==> config.mk <==
export PLATFORM = sky130hd
export DESIGN_NAME = ieee488_hs_ctrl
export DESIGN_NICKNAME = d
export VERILOG_FILES = /design/src/rtl/ieee488_hs_ctrl.sv
export SDC_FILE = /design/constraint.sdc
export NUM_CORES = 1
export LEC_CHECK = 0
export ABC_AREA = 1
export ABC_CLOCK_PERIOD_IN_PS = 2600
export BUFFER_PORTS_ARGS = -buffer_cell sky130_fd_sc_hd__buf_2
export CAP_MARGIN = 10
export CORE_MARGIN = 4
export CORE_UTILIZATION = 45
export CTS_BUF_LIST = sky130_fd_sc_hd__clkbuf_4
export DETAILED_ROUTE_END_ITERATION = 16
export PLACE_DENSITY = 0.68
export SYNTH_ARGS = -nofsm -noshare
export SYNTH_HDL_FRONTEND = slang
export SYNTH_SLANG_ARGS = --single-unit
==> constraint.sdc <==
create_clock -name clk -period 2.6 [get_ports clk]
set_clock_uncertainty 0.15 [all_clocks]
set_input_delay 0.13 -clock clk [delete_from_list [all_inputs] [get_ports clk]]
set_output_delay 0.13 -clock clk [all_outputs]
set_load 0.02 [all_outputs]
==> src/rtl/ieee488_hs_ctrl.sv <==
`default_nettype none
// ============================================================================
//  Module      : ieee488_hs_ctrl
//  Description : IEEE-488 three-wire handshake (DAV/NRFD/NDAC) sequencer.
//                Acts as source (talk) or acceptor (listen, or whenever ATN
//                is asserted) for one byte at a time, with a byte-stream
//                interface on the inside. All bus pins are active-low and
//                open-collector style: 1 releases the line, 0 pulls it low.
//  Revision    : 1.0 - initial release
// ============================================================================
module ieee488_hs_ctrl #(
    parameter int SETTLE  = 2,
    parameter int TIMEOUT = 1023
) (
    input  logic       clk,
    input  logic       reset_n,
    input  logic       ce,
    // role select
    input  logic       talk,
    input  logic       listen,
    // transmit stream
    input  logic [7:0] tx_data,
    input  logic       tx_eoi,
    input  logic       tx_valid,
    output logic       tx_ready,
    // receive stream
    output logic [7:0] rx_data,
    output logic       rx_eoi,
    output logic       rx_valid,
    input  logic       rx_ack,
    // sticky errors
    output logic       err_timeout,
    output logic       err_nodev,
    input  logic       err_clr,
    // bus levels (active-low)
    input  logic       atn_i,
    input  logic       dav_i,
    input  logic       nrfd_i,
    input  logic       ndac_i,
    input  logic       eoi_i,
    input  logic [7:0] data_i,
    // bus drives (0 = pull low, 1 = release)
    output logic       dav_o,
    output logic       nrfd_o,
    output logic       ndac_o,
    output logic       eoi_o,
    output logic [7:0] data_o
);

    localparam int            SW        = (SETTLE > 1) ? $clog2(SETTLE + 1) : 1;
    localparam logic [SW-1:0] SETTLE_LD = SW'(SETTLE);
    localparam logic [SW-1:0] SETTLE_1  = SW'(1);
    localparam logic [9:0]    TMO_LAST  = 10'(TIMEOUT - 1);

    typedef enum logic [2:0] {
        ST_IDLE    = 3'd0,
        S_WAITRDY  = 3'd1,
        S_SETTLE   = 3'd2,
        S_WAITACC  = 3'd3,
        S_WAITNDAC = 3'd4,
        A_IDLE     = 3'd5,
        A_WAITDAV  = 3'd6,
        A_WAITEND  = 3'd7
    } state_t;

    state_t        state_q, state_d;
    logic          listen_q, listen_d;       // acceptor entered through the listen role
    logic [SW-1:0] settle_q, settle_d;
    logic [9:0]    tmo_q, tmo_d;
    logic          dav_q, dav_d;
    logic          nrfd_q, nrfd_d;
    logic          ndac_q, ndac_d;
    logic          eoi_q, eoi_d;
    logic [7:0]    data_q, data_d;
    logic          tx_ready_q, tx_ready_d;
    logic [7:0]    rx_data_q, rx_data_d;
    logic          rx_eoi_q, rx_eoi_d;
    logic          rx_valid_q, rx_valid_d;
    logic          err_timeout_q, err_timeout_d;
    logic          err_nodev_q, err_nodev_d;

    logic          rel;          // release every bus line this tick
    logic          tmo_count;    // current state is a timed wait
    logic          to_set;
    logic          nodev_set;
    logic          in_source;

    // Next-state, bus drive and flag computation for both handshake roles
    always_comb begin
        state_d       = state_q;
        listen_d      = listen_q;
        settle_d      = settle_q;
        dav_d         = dav_q;
        nrfd_d        = nrfd_q;
        ndac_d        = ndac_q;
        eoi_d         = eoi_q;
        data_d        = data_q;
        tx_ready_d    = 1'b0;
        rx_data_d     = rx_data_q;
        rx_eoi_d      = rx_eoi_q;
        rx_valid_d    = rx_ack ? 1'b0 : rx_valid_q;
        rel           = 1'b0;
        tmo_count     = 1'b0;
        to_set        = 1'b0;
        nodev_set     = 1'b0;
        in_source     = (state_q == S_WAITRDY) || (state_q == S_SETTLE) ||
                        (state_q == S_WAITACC) || (state_q == S_WAITNDAC);

        case (state_q)
            ST_IDLE: begin
                dav_d  = 1'b1;
                eoi_d  = 1'b1;
                data_d = 8'hFF;
                nrfd_d = 1'b1;
                ndac_d = 1'b1;
                if (!atn_i) begin
                    // ATN forces the acceptor role regardless of selection
                    state_d  = A_IDLE;
                    listen_d = 1'b0;
                    nrfd_d   = 1'b0;
                    ndac_d   = 1'b0;
                end else if (talk) begin
                    if (tx_valid) state_d = S_WAITRDY;
                end else if (listen) begin
                    state_d  = A_IDLE;
                    listen_d = 1'b1;
                    nrfd_d   = 1'b0;
                    ndac_d   = 1'b0;
                end
            end
            S_WAITRDY: begin
                tmo_count = 1'b1;
                if (nrfd_i && ndac_i) begin
                    // nobody holds NDAC: no device on the bus
                    nodev_set = 1'b1;
                    state_d   = ST_IDLE;
                end else if (nrfd_i && !ndac_i) begin
                    data_d   = ~tx_data;
                    eoi_d    = ~tx_eoi;
                    settle_d = SETTLE_LD;
                    state_d  = S_SETTLE;
                end
            end
            S_SETTLE: begin
                settle_d = settle_q - SETTLE_1;
                if (settle_q == SETTLE_1) begin
                    dav_d   = 1'b0;
                    state_d = S_WAITACC;
                end
            end
            S_WAITACC: begin
                tmo_count = 1'b1;
                if (ndac_i) begin
                    rel        = 1'b1;
                    tx_ready_d = 1'b1;
                    state_d    = S_WAITNDAC;
                end
            end
            S_WAITNDAC: begin
                tmo_count = 1'b1;
                if (!ndac_i) state_d = ST_IDLE;
            end
            A_IDLE: begin
                if (atn_i && !listen_q) begin
                    rel     = 1'b1;
                    state_d = ST_IDLE;
                end else if (!rx_valid_q || rx_ack) begin
                    // flow control: ready again only once the byte is consumed
                    nrfd_d  = 1'b1;
                    state_d = A_WAITDAV;
                end
            end
            A_WAITDAV: begin
                tmo_count = !atn_i;
                if (atn_i && !listen_q) begin
                    rel     = 1'b1;
                    state_d = ST_IDLE;
                end else if (!dav_i) begin
                    rx_data_d  = ~data_i;
                    rx_eoi_d   = ~eoi_i;
                    rx_valid_d = 1'b1;
                    nrfd_d     = 1'b0;
                    ndac_d     = 1'b1;
                    state_d    = A_WAITEND;
                end
            end
            A_WAITEND: begin
                tmo_count = 1'b1;
                if (dav_i) begin
                    ndac_d  = 1'b0;
                    state_d = A_IDLE;
                end
            end
            default: begin
                rel     = 1'b1;
                state_d = ST_IDLE;
            end
        endcase

        if (in_source && !atn_i) begin
            // controller took the bus: drop the byte without acknowledging it,
            // tx_valid stays pending and is retried after ATN releases
            rel        = 1'b1;
            state_d    = ST_IDLE;
            tx_ready_d = 1'b0;
            nodev_set  = 1'b0;
            tmo_count  = 1'b0;
        end else if (tmo_count && (state_d == state_q) && (tmo_q == TMO_LAST)) begin
            to_set  = 1'b1;
            rel     = 1'b1;
            state_d = ST_IDLE;
        end

        tmo_d = (state_d != state_q) ? 10'd0 :
                tmo_count            ? tmo_q + 10'd1 : 10'd0;

        if (rel) begin
            dav_d  = 1'b1;
            nrfd_d = 1'b1;
            ndac_d = 1'b1;
            eoi_d  = 1'b1;
            data_d = 8'hFF;
        end

        // a new error on the same tick as err_clr takes precedence
        err_timeout_d = (err_timeout_q & ~err_clr) | to_set;
        err_nodev_d   = (err_nodev_q & ~err_clr) | nodev_set;
    end

    // State and registered outputs; everything advances only on ce ticks
    always_ff @(posedge clk or negedge reset_n) begin
        if (!reset_n) begin
            state_q       <= ST_IDLE;
            listen_q      <= 1'b0;
            settle_q      <= '0;
            tmo_q         <= 10'd0;
            dav_q         <= 1'b1;
            nrfd_q        <= 1'b1;
            ndac_q        <= 1'b1;
            eoi_q         <= 1'b1;
            data_q        <= 8'hFF;
            tx_ready_q    <= 1'b0;
            rx_data_q     <= 8'h00;
            rx_eoi_q      <= 1'b0;
            rx_valid_q    <= 1'b0;
            err_timeout_q <= 1'b0;
            err_nodev_q   <= 1'b0;
        end else if (ce) begin
            state_q       <= state_d;
            listen_q      <= listen_d;
            settle_q      <= settle_d;
            tmo_q         <= tmo_d;
            dav_q         <= dav_d;
            nrfd_q        <= nrfd_d;
            ndac_q        <= ndac_d;
            eoi_q         <= eoi_d;
            data_q        <= data_d;
            tx_ready_q    <= tx_ready_d;
            rx_data_q     <= rx_data_d;
            rx_eoi_q      <= rx_eoi_d;
            rx_valid_q    <= rx_valid_d;
            err_timeout_q <= err_timeout_d;
            err_nodev_q   <= err_nodev_d;
        end
    end

    assign dav_o       = dav_q;
    assign nrfd_o      = nrfd_q;
    assign ndac_o      = ndac_q;
    assign eoi_o       = eoi_q;
    assign data_o      = data_q;
    assign tx_ready    = tx_ready_q;
    assign rx_data     = rx_data_q;
    assign rx_eoi      = rx_eoi_q;
    assign rx_valid    = rx_valid_q;
    assign err_timeout = err_timeout_q;
    assign err_nodev   = err_nodev_q;

endmodule
`default_nettype wire

==> reports/metrics.cfg, run 1 <==
[status]
outcome = completed

[routing]
post-route-drc-count = 0
avgRoutedWirePerCell_um = 12.29
vias_per_cell = 4.899
wl_um = 6095
ant_nets = 0
initialDrtViolationCount = 211
first_pass_iters = 5
num_vias = 2430

[floorplanning]
die_h_um = 83.55
fp.dieW_um = 83.55
rows = 27
core_area_sq_um = 5507
start_util_pct = 46.65
die-area_sq_um = 6981
ios = 55

[clocking]
cts_sinks = 41
clkTransAtPathRegs_ns = 0.13
htreeDepth = 2
clkLatencyLatePin_ns = 0.35
root_buffer = clkbuf_4
postCtsSetupBuffers = 0
cts_inserted_buffers = 5
cts_tree = built
cts.path.max_buffers = 2

[timing]
worst_slew_pin_slew_ns = 0.8928
hold_viol_final = 0
min_period_ns = 2.356
grt_setup_unrepaired = no
setup-tns-final_ns = 0
max_slew_margin_pct = 40.48
finalCritPeriodShare_pct = 90.60
slew_viol_final = 0
setup_viol = 0
max_freq_mhz = 424.5

[cells_and_area]
nNetsFinal = 456
syn_to_final_growth_pct = 25.28
insertedDiodeCount = 0
drive_gt1_share_pct = 29.72

[global_routing]
grt_max_degree = 42
grt_pass1_vias = 2286
grt_usage_pct = 18.27
grt_first_pass_wirelength_um = 10650
grt.overflow.total = 0
antenna_found_initial = 0

[synthesis]
synth_edf_count = 0
synth_top_area_share_pct = 28.25
synthArstFlopShare_pct = 100.0
netlist_instances = 343
synth_ff_type = dfrtp_1
synthDistinctLibCells = 36
synth_top_family_by_area = simple AND/OR/NAND/NOR gates
synth-xor-area-share_pct = 2.046
ys_ff_latch = 41
synth_most_common_cell = nand2_1
synth_fa_ha_area_share_pct = 1.461
synth_mux_area_share_pct = 0
synth_area_sq_um = 2569
yosysWarningCount = 0
synth_top_area_cell = dfrtp_1
synth_area_leaders = dfrtp_1, nand2_1, dfstp_2
yosys.area_share.simple_pct = 37.65
yosysSeqAreaShare_pct = 40.53
synth-compound-area-share_pct = 10.38
syn_nets = 376
syn_area_per_cell_sq_um = 7.489
synth_common_cells = nand2_1, nor2_1, dfrtp_1, o21ai_0, inv_1

[critical_path]
path_cells = inv_2, nand3_2, nor2_1, nand2_1, nand4_1, nand3_2, inv_2, nand2_4, nand2_4, nand2_4, nand2_2, nand2_8, nand2_1, o21ai_2
worstPathArrival_ns = 2.50
worstSetupPathType = reg2reg
crit_top_cell = nand2_4
cp_max_fo = 18
cpMaxStageDelayCell = dfrtp_2
cp-start-kind = flop
ff2ff_path_depth = 14
endpoint_kind = flop
cp_slowest_stage_delay_ns = 0.52
cp.required_ns = 2.74

[min_path]
whs_path_depth = 5
hp-class = in2reg

[place]
dp_hpwl_um = 4305
gp_congestion = 0.9410
port_buffers = 54

[pwr]
p_leak_nw = 1.635
fin_total_pwr_mw = 3.261
p_per_area_nw_per_um2 = 1013
vdd_drop_max_mv = 0.5536

[run]
max_cap_viol_count = 0

==> metal layers <==
metal | track usage [%] | vias to the layer above | share of wire (%)
met5 | 0 | - | 0
met1 | 23.95 | 1102 | 44
met3 | 4.245 | 6 | 5.6
li1 | - | 1256 | -
met2 | 30.83 | 66 | 49
met4 | 3.947 | 0 | 1.2
==> state kept, by name, indices dropped and copies added (netlist names) <==
| name | count |
|---|---|
| dav_o | 1 |
| eoi_o | 1 |
| rx_data | 8 |
| state_q | 3 |
| data_o | 8 |
| rx_valid | 1 |
| ndac_o | 1 |
| err_nodev | 1 |
| err_timeout | 1 |
| settle_q | 2 |
| nrfd_o | 1 |
| tx_ready | 1 |
| listen_q | 1 |
| rx_eoi | 1 |
| tmo_q | 10 |
==> final timing paths <==
| path | end | slack [ns] | startpoint |
|---|---|---|---|
| max | data_o[2]$_DFFE_PN1P_ | 0.24 | state_q[1]$_DFFE_PN0P_ |
| min in group asynchronous | settle_q[1]$_DFFE_PN0P_ | 0.29 | reset_n |
| max in group asynchronous | state_q[2]$_DFFE_PN0P_ | 1.39 | reset_n |
| max reg2reg | data_o[2]$_DFFE_PN1P_ | 0.24 | state_q[1]$_DFFE_PN0P_ |
| min | listen_q$_DFFE_PN0P_ | 0.03 | listen |
| min reg2reg | nrfd_o$_DFFE_PN1P_ | 0.31 | nrfd_o$_DFFE_PN1P_ |
==> report_power, final <==
part	total, mW	internal (mW)	switching [mW]
Combinational	1.76	0.602	1.16
Clock	0.422	0.211	0.212
Sequential	1.07	0.919	0.154
Total	3.26	1.73	1.53
==> logic make-up (layout without fill, tap and decap cells) <==
group | after synthesis | count (layout)
buffers and inverters | 42 | 123
AOI/OAI and AO/OA | 44 | 44
xor gates and xnor gates | 6 | 6
adders and majority gates | 3 | 3
and+or+nand+nor | 207 | 207
DFF | 41 | 41
==> worst max-delay path, delay by kind of cell (launching register included) <==
family	cells	cell delay, ns
buffers and inverters	2	0.26
flip-flops	1	0.52
AO/OA/AOI/OAI	1	0.05
AND/OR/NAND/NOR	11	1.31
==> cell usage in the layout (no fill, tap or decap), types with 2 or more instances in the layout <==
cell,n
dlygate4sd3_1,25
ha_1,3
nor2_1,34
a21oi_1,5
dfrtp_1,27
nand2_2,8
buf_4,4
inv_1,23
nand3_1,22
xor2_1,5
nand4_1,8
o21ai_2,9
o31ai_1,2
nor2_4,2
o21ai_0,24
nand2_1,113
dfstp_2,12
buf_2,54
nand2_4,3
nor2_2,5
dfrtp_2,2
nand3_2,6
inv_2,8
clkbuf_4,6
==> per-stage QoR <==
stage / cells / hold WS [ns] / utilization, % / cell area [sq um] / setup slack (ns)
global placement: 463 / 0.1688 / 52.26 / 2878 / 0.1898
global route: 496 / 0.05001 / 58.44 / 3218 / 0.04560
floorplan: 343 / -0.3156 / - / 2569 / 0.6092
detailed placement: 463 / 0.1688 / 52.26 / 2878 / 0.1682
CTS: 496 / 0.01679 / 58.24 / 3207 / 0.1357
finish: 496 / 0.02503 / 58.44 / 3218 / 0.2443
==> final cells by class <==
cell class                      instances  area [sq um]
Multi-Input combinational cell        260          1333
Timing Repair Buffer                   83         550.5
Tap cell                               72         90.09
Clock inverter                          2         33.78
Sequential cell                        41          1044
Fill cell                             532          2288
Inverter                               32         122.6
Clock buffer                            6         45.04
==> repair_timing <==
item,in CTS,in global routing
resized for setup,0,3
endpoints found under the setup margin,0,19
hold buffers,25,0
endpoints found under the hold margin,54,0
Power figures use the tool's default switching activity.
==> run 2: changes to the inputs <==
- RECOVER_POWER: not set -> 25
==> run 2 against run 1 <==
Compared with the run above: clock power is essentially flat; via count shrank 0.45%; power shrank 0.67%; critical path type unchanged; critical endpoint unchanged.
==> reports/metrics.cfg, run 2 (same netlist as run 1, synthesis figures left out) <==
[cells_and_area]
final_common_cell = nand2_1
insertedDiodeCount = 0
drive_gt1_share_pct = 26.65
regMostFlops = tmo_q
syn_to_final_growth_pct = 24.65
mostFrequentLayoutCells = nand2_1, buf_2, nor2_1, dfrtp_1, dlygate4sd3_1
nNetsFinal = 456
fillers = 535
largest_reg_flops = 10

[pwr]
p_leak_nw = 1.587
p_per_area_nw_per_um2 = 1012
vdd_drop_max_mv = 0.5544
fin_total_pwr_mw = 3.239

[floorplanning]
core_area_sq_um = 5507
die_h_um = 83.55
die-area_sq_um = 6981
rows = 27
fp.dieW_um = 83.55
ios = 55
start_util_pct = 46.65

[clocking]
clkLatencyLatePin_ns = 0.35
cts_sinks = 41
root_buffer = clkbuf_4
cts.path.max_buffers = 2
clkTransAtPathRegs_ns = 0.13
htreeDepth = 2
postCtsSetupBuffers = 0
cts_tree = built
cts_inserted_buffers = 5

[timing]
hold_viol_final = 0
max_slew_margin_pct = 33.21
min_period_ns = 2.361
grt_setup_unrepaired = no
setup_viol = 0
worst_slew_pin_slew_ns = 1.002
setup-tns-final_ns = 0
max_freq_mhz = 423.5
finalCritPeriodShare_pct = 90.82
slew_viol_final = 0

[place]
gp_congestion = 0.9410
port_buffers = 54
dp_hpwl_um = 4305

[critical_path]
cp-start-kind = flop
cp.required_ns = 2.74
worstSetupPathType = reg2reg
endpoint_kind = flop
cp_max_fo = 18
worstPathArrival_ns = 2.51

[global_routing]
grt_pass1_vias = 2286
antenna_found_initial = 0
grt.overflow.total = 0
grt_first_pass_wirelength_um = 10650
grt_max_degree = 42
grt_usage_pct = 18.27

[routing]
avgRoutedWirePerCell_um = 12.27
ant_nets = 0
post-route-drc-count = 0
num_vias = 2419
initialDrtViolationCount = 204
wl_um = 6087
first_pass_iters = 4
vias_per_cell = 4.877

[run]
max_cap_viol_count = 0

[status]
outcome = completed

[min_path]
hp-class = in2reg

## run 2: cell types whose count changed in the layout (fill, tap and decap cells not counted)
cell,delta
buf_2,-14
clkbuf_1,+13
clkbuf_2,+1
## run 2: critical path, cell delays in order (launching register included)
cell	delay (ns)
dfrtp_2	0.51
inv_2	0.18
nand3_2	0.14
nor2_1	0.15
nand2_1	0.11
nand4_1	0.14
nand3_2	0.12
inv_2	0.08
nand2_4	0.08
nand2_4	0.16
nand2_4	0.08
nand2_2	0.11
nand2_8	0.12
nand2_1	0.10
o21ai_2	0.05
## run 2: report_power, final
part           internal [mW]  switching, mW  leakage [nW]
clock                  0.211          0.212        0.0433
sequential             0.919          0.156         0.506
combinational          0.580           1.16          1.04
## run 2: area by class of cell
class / count / area, sq um / area share, %
Timing Repair Buffer: 83 / 534.3 / 16.69
Clock inverter: 2 / 33.78 / 1.055
Sequential cell: 41 / 1044 / 32.59
Tap cell: 72 / 90.09 / 2.814
Clock buffer: 6 / 45.04 / 1.407
Multi-Input combinational cell: 260 / 1333 / 41.62
Inverter: 32 / 122.6 / 3.830
## run 2: path summary, 6_finish.rpt
path	slack, ns	to	cells past startpoint	from
setup / recovery	0.24	data_o[2]$_DFFE_PN1P_	14	state_q[1]$_DFFE_PN0P_
hold / removal	0.02	listen_q$_DFFE_PN0P_	5	listen
setup reg to reg	0.24	data_o[2]$_DFFE_PN1P_	14	state_q[1]$_DFFE_PN0P_
hold reg to reg	0.31	nrfd_o$_DFFE_PN1P_	2	nrfd_o$_DFFE_PN1P_
max in group asynchronous	1.29	state_q[2]$_DFFE_PN0P_	2	reset_n
min in group asynchronous	0.33	state_q[1]$_DFFE_PN0P_	2	reset_n
## run 2: per-layer routing
metal / share of wire (%) / track usage (%)
met1: 44 / 23.95
met5: 0 / 0
met4: 1.1 / 3.947
met2: 49 / 30.83
met3: 5.2 / 4.245
## run 2: repair_timing
item	in CTS	in global routing
hold endpoints to repair	54	0
endpoints found under the setup margin	0	19
gates resized for setup	0	3
hold buffers	25	0
## run 2: stage by stage
stage / cells / setup WS (ns) / hold WS, ns / utilization [%] / instance area (sq um)
global route: 496 / 0.04560 / 0.05001 / 58.15 / 3202
global placement: 463 / 0.1898 / 0.1688 / 52.26 / 2878
CTS: 496 / 0.1357 / 0.01679 / 58.24 / 3207
floorplan: 343 / 0.6092 / -0.3156 / - / 2569
detailed placement: 463 / 0.1682 / 0.1688 / 52.26 / 2878
finish: 496 / 0.2386 / 0.02414 / 58.15 / 3202
==> run 3: changes to the inputs <==
- ABC_AREA: 1 -> not set
==> run 3 against run 2 <==
Compared with the run above: combinational power increased by 19%; routed wire length up 17%; critical path depth is 5 lower; final cell count down 9.9%; setup slack worse by 0.14 ns; clock power is 28% higher; critical path type unchanged; sequential cell count unchanged.
==> reports/metrics.cfg, run 3 <==
[status]
outcome = completed

[min_path]
holdPathEnd = ndac_o$_DFFE_PN1P_
worstHoldStart = ce
whs_path_depth = 3
hp-class = in2reg

[timing]
finalCritPeriodShare_pct = 96.16
hold_viol_final = 0
worst_slew_pin_slew_ns = 1.010
slew_viol_final = 0
min_period_ns = 2.500
max_freq_mhz = 400.0
max_slew_margin_pct = 32.69
setup-tns-final_ns = 0
setup_viol = 0

[cells_and_area]
instances_no_fill = 447
final_common_cell = buf_2
syn_to_final_growth_pct = 35.26
insertedDiodeCount = 0
drive_gt1_share_pct = 29.97
largest_reg_flops = 10
mostFrequentLayoutCells = buf_2, nand2_1, dfrtp_1, dlygate4sd3_1, o21ai_0
regMostFlops = tmo_q
nNetsFinal = 409

[place]
place_inst = 409
dp_hpwl_um = 4711
port_buffers = 54
gp_congestion = 0.9106

[synthesis]
netlist_instances = 284
yosysWarningCount = 0
synth_top_area_cell = dfrtp_1
synth_ff_type = dfrtp_1
synth_common_cells = nand2_1, dfrtp_1, o21ai_0, nand3_1, nor2_1
yosysSeqAreaShare_pct = 41.73
synth_top_area_share_pct = 29.09
synth_edf_count = 0
synthDistinctLibCells = 63
synthArstFlopShare_pct = 100.0
synth_area_sq_um = 2495
synth_most_common_cell = nand2_1
syn_nets = 317
syn_area_per_cell_sq_um = 8.785
ys_ff_latch = 41
synth_area_leaders = dfrtp_1, dfstp_2, nand2_1

[critical_path]
cp_slowest_stage_delay_ns = 0.42
r2r_setup_slack_ns = 0.1
path_depth = 9
worstPathArrival_ns = 2.59
crit_family = compound AO/OA/AOI/OAI gates
r2r-end = tmo_q[8]$_DFFE_PN0P_
cp-startpoint = state_q[0]$_DFFE_PN0P_
reg2reg_from = state_q[0]$_DFFE_PN0P_
cpMaxStageDelayCell = dfrtp_1
path_cells = buf_12, or3b_1, a21oi_2, a211o_1, o211ai_2, or2_4, a21o_4, nand2_2, o221ai_1
ff2ff_path_depth = 9
cp.required_ns = 2.69
worstSetupPathType = reg2reg
endpoint_kind = flop
cp-start-kind = flop
critPathBufInv = 1
cp_max_fo = 28

[pwr]
p_int_mw = 2.041
p_per_area_nw_per_um2 = 1072
p_leak_nw = 1.425
power.switching_mw = 1.576
swShare_pct = 43.58
pwr-share-clk_pct = 14.9
p_comb_share_pct = 57.2
vdd_drop_max_mv = 0.4988
sequentialPowerShare_pct = 27.9

[clocking]
clkTransAtPathRegs_ns = 0.14
htreeDepth = 2
root_buffer = clkbuf_4
clkLatencyLatePin_ns = 0.36
cts.path.max_buffers = 2
cts_sinks = 41
cts_inserted_buffers = 5
cts_tree = built

[floorplanning]
die_h_um = 82.46
fp.dieW_um = 82.46
rows = 26
die-area_sq_um = 6800
core_area_sq_um = 5238
ios = 55
start_util_pct = 47.63

[global_routing]
grt_first_pass_wirelength_um = 11100
antenna_found_initial = 0
grt.overflow.total = 0
grt_max_degree = 42
grt_pass1_vias = 2302
grt_usage_pct = 21.47

[routing]
wl_um = 7098
post-route-drc-count = 0
first_pass_iters = 4
ant_nets = 0
wl_met2_um = 3607
dr_wl_met3_um = 296
initialDrtViolationCount = 174
vias_per_cell = 5.570
avgRoutedWirePerCell_um = 15.88
num_vias = 2490
dr.max_layer_used = met4
met1_length_um = 3030

[run]
max_cap_viol_count = 0

-- run 3: changes by cell type after synthesis, sizes merged, moves of 8 or more --
cell and delta:
nand2 -85, nor2 -24, inv -18, a31oi +14
nand3 -11, a21oi +9, nand4 -8, nor3 +8
-- run 3: cell type report --
class / count / area [sq um]
fill: 447 / 1863
clock buffer: 5 / 37.54
multi-input combinational: 211 / 1344
sequential: 41 / 1042
timing repair buffer: 103 / 742.0
clock inverter: 3 / 68.82
tap: 70 / 87.58
inverter: 14 / 52.55
-- run 3: how the worst max path moves through the flow --
stage,to,slack [ns]
2_1_floorplan,tmo_q[2]$_DFFE_PN0P_,0.30
3_3_place_gp,tmo_q[5]$_DFFE_PN0P_,0.06
3_5_place_dp,tmo_q[5]$_DFFE_PN0P_,0.04
4_1_cts,tmo_q[5]$_DFFE_PN0P_,0.007
5_1_grt,data_o[1]$_DFFE_PN1P_,-0.04
6_report,tmo_q[8]$_DFFE_PN0P_,0.1
-- run 3: power by group through the flow --
| stage | registers, mW | logic (mW) | clock network, mW |
|---|---|---|---|
| after floorplan | 1.18 | 1.12 | 0 |
| after global placement | 1.01 | 1.83 | 0 |
| after detailed placement | 1.01 | 1.85 | 0 |
| after CTS | 1.00 | 1.89 | 0.548 |
| after global routing | 1.04 | 2.24 | 0.574 |
| final | 1.01 | 2.07 | 0.539 |
-- run 3: worst reg2reg max path, delay by kind of cell (launching register included) --
family	cells	cell delay (ns)
and+or+nand+nor	3	0.80
buffers and inverters	1	0.17
AOI/OAI and AO/OA	5	0.84
DFF	1	0.42
-- run 3: cells by family (layout without fill, tap and decap cells) --
group | after synthesis | after routing | synth area share, %
adder cells (fa/ha/maj) | 4 | 4 | 1.906
flip-flops | 41 | 41 | 41.73
buffers and inverters | 32 | 125 | 7.071
AO/OA/AOI/OAI | 90 | 90 | 24.32
multiplexers | 1 | 1 | 0.4012
XOR/XNOR | 1 | 1 | 0.3511
AND/OR/NAND/NOR | 115 | 115 | 24.22
-- run 3: per-layer routing --
metal  vias to the layer above  track usage, %
met4                         0           7.641
li1                       1213               -
met3                        14           3.362
met5                         -               0
met1                      1193           27.06
met2                        70           37.02
-- run 3: what timing repair did --
| action | CTS | global route |
|---|---|---|
| endpoints found under the hold margin | 52 | 0 |
| hold buffers | 25 | 0 |
| setup endpoints to repair | 0 | 21 |
| setup buffers | 0 | 3 |
| resized for setup | 0 | 16 |
-- run 3: through the flow --
step	cell area (sq um)	hold slack (ns)	util [%]	setup slack (ns)	power, mW
6_report	3374	0.1117	64.43	0.09979	3.617
5_1_grt	3374	0.1565	64.43	-0.04443	3.850
4_1_cts	3266	0.07590	62.35	0.007338	3.440
3_5_place_dp	2909	0.1293	55.54	0.03604	2.866
3_3_place_gp	2909	0.1238	55.54	0.06183	2.844
2_1_floorplan	2495	-0.3156	-	0.3034	2.301
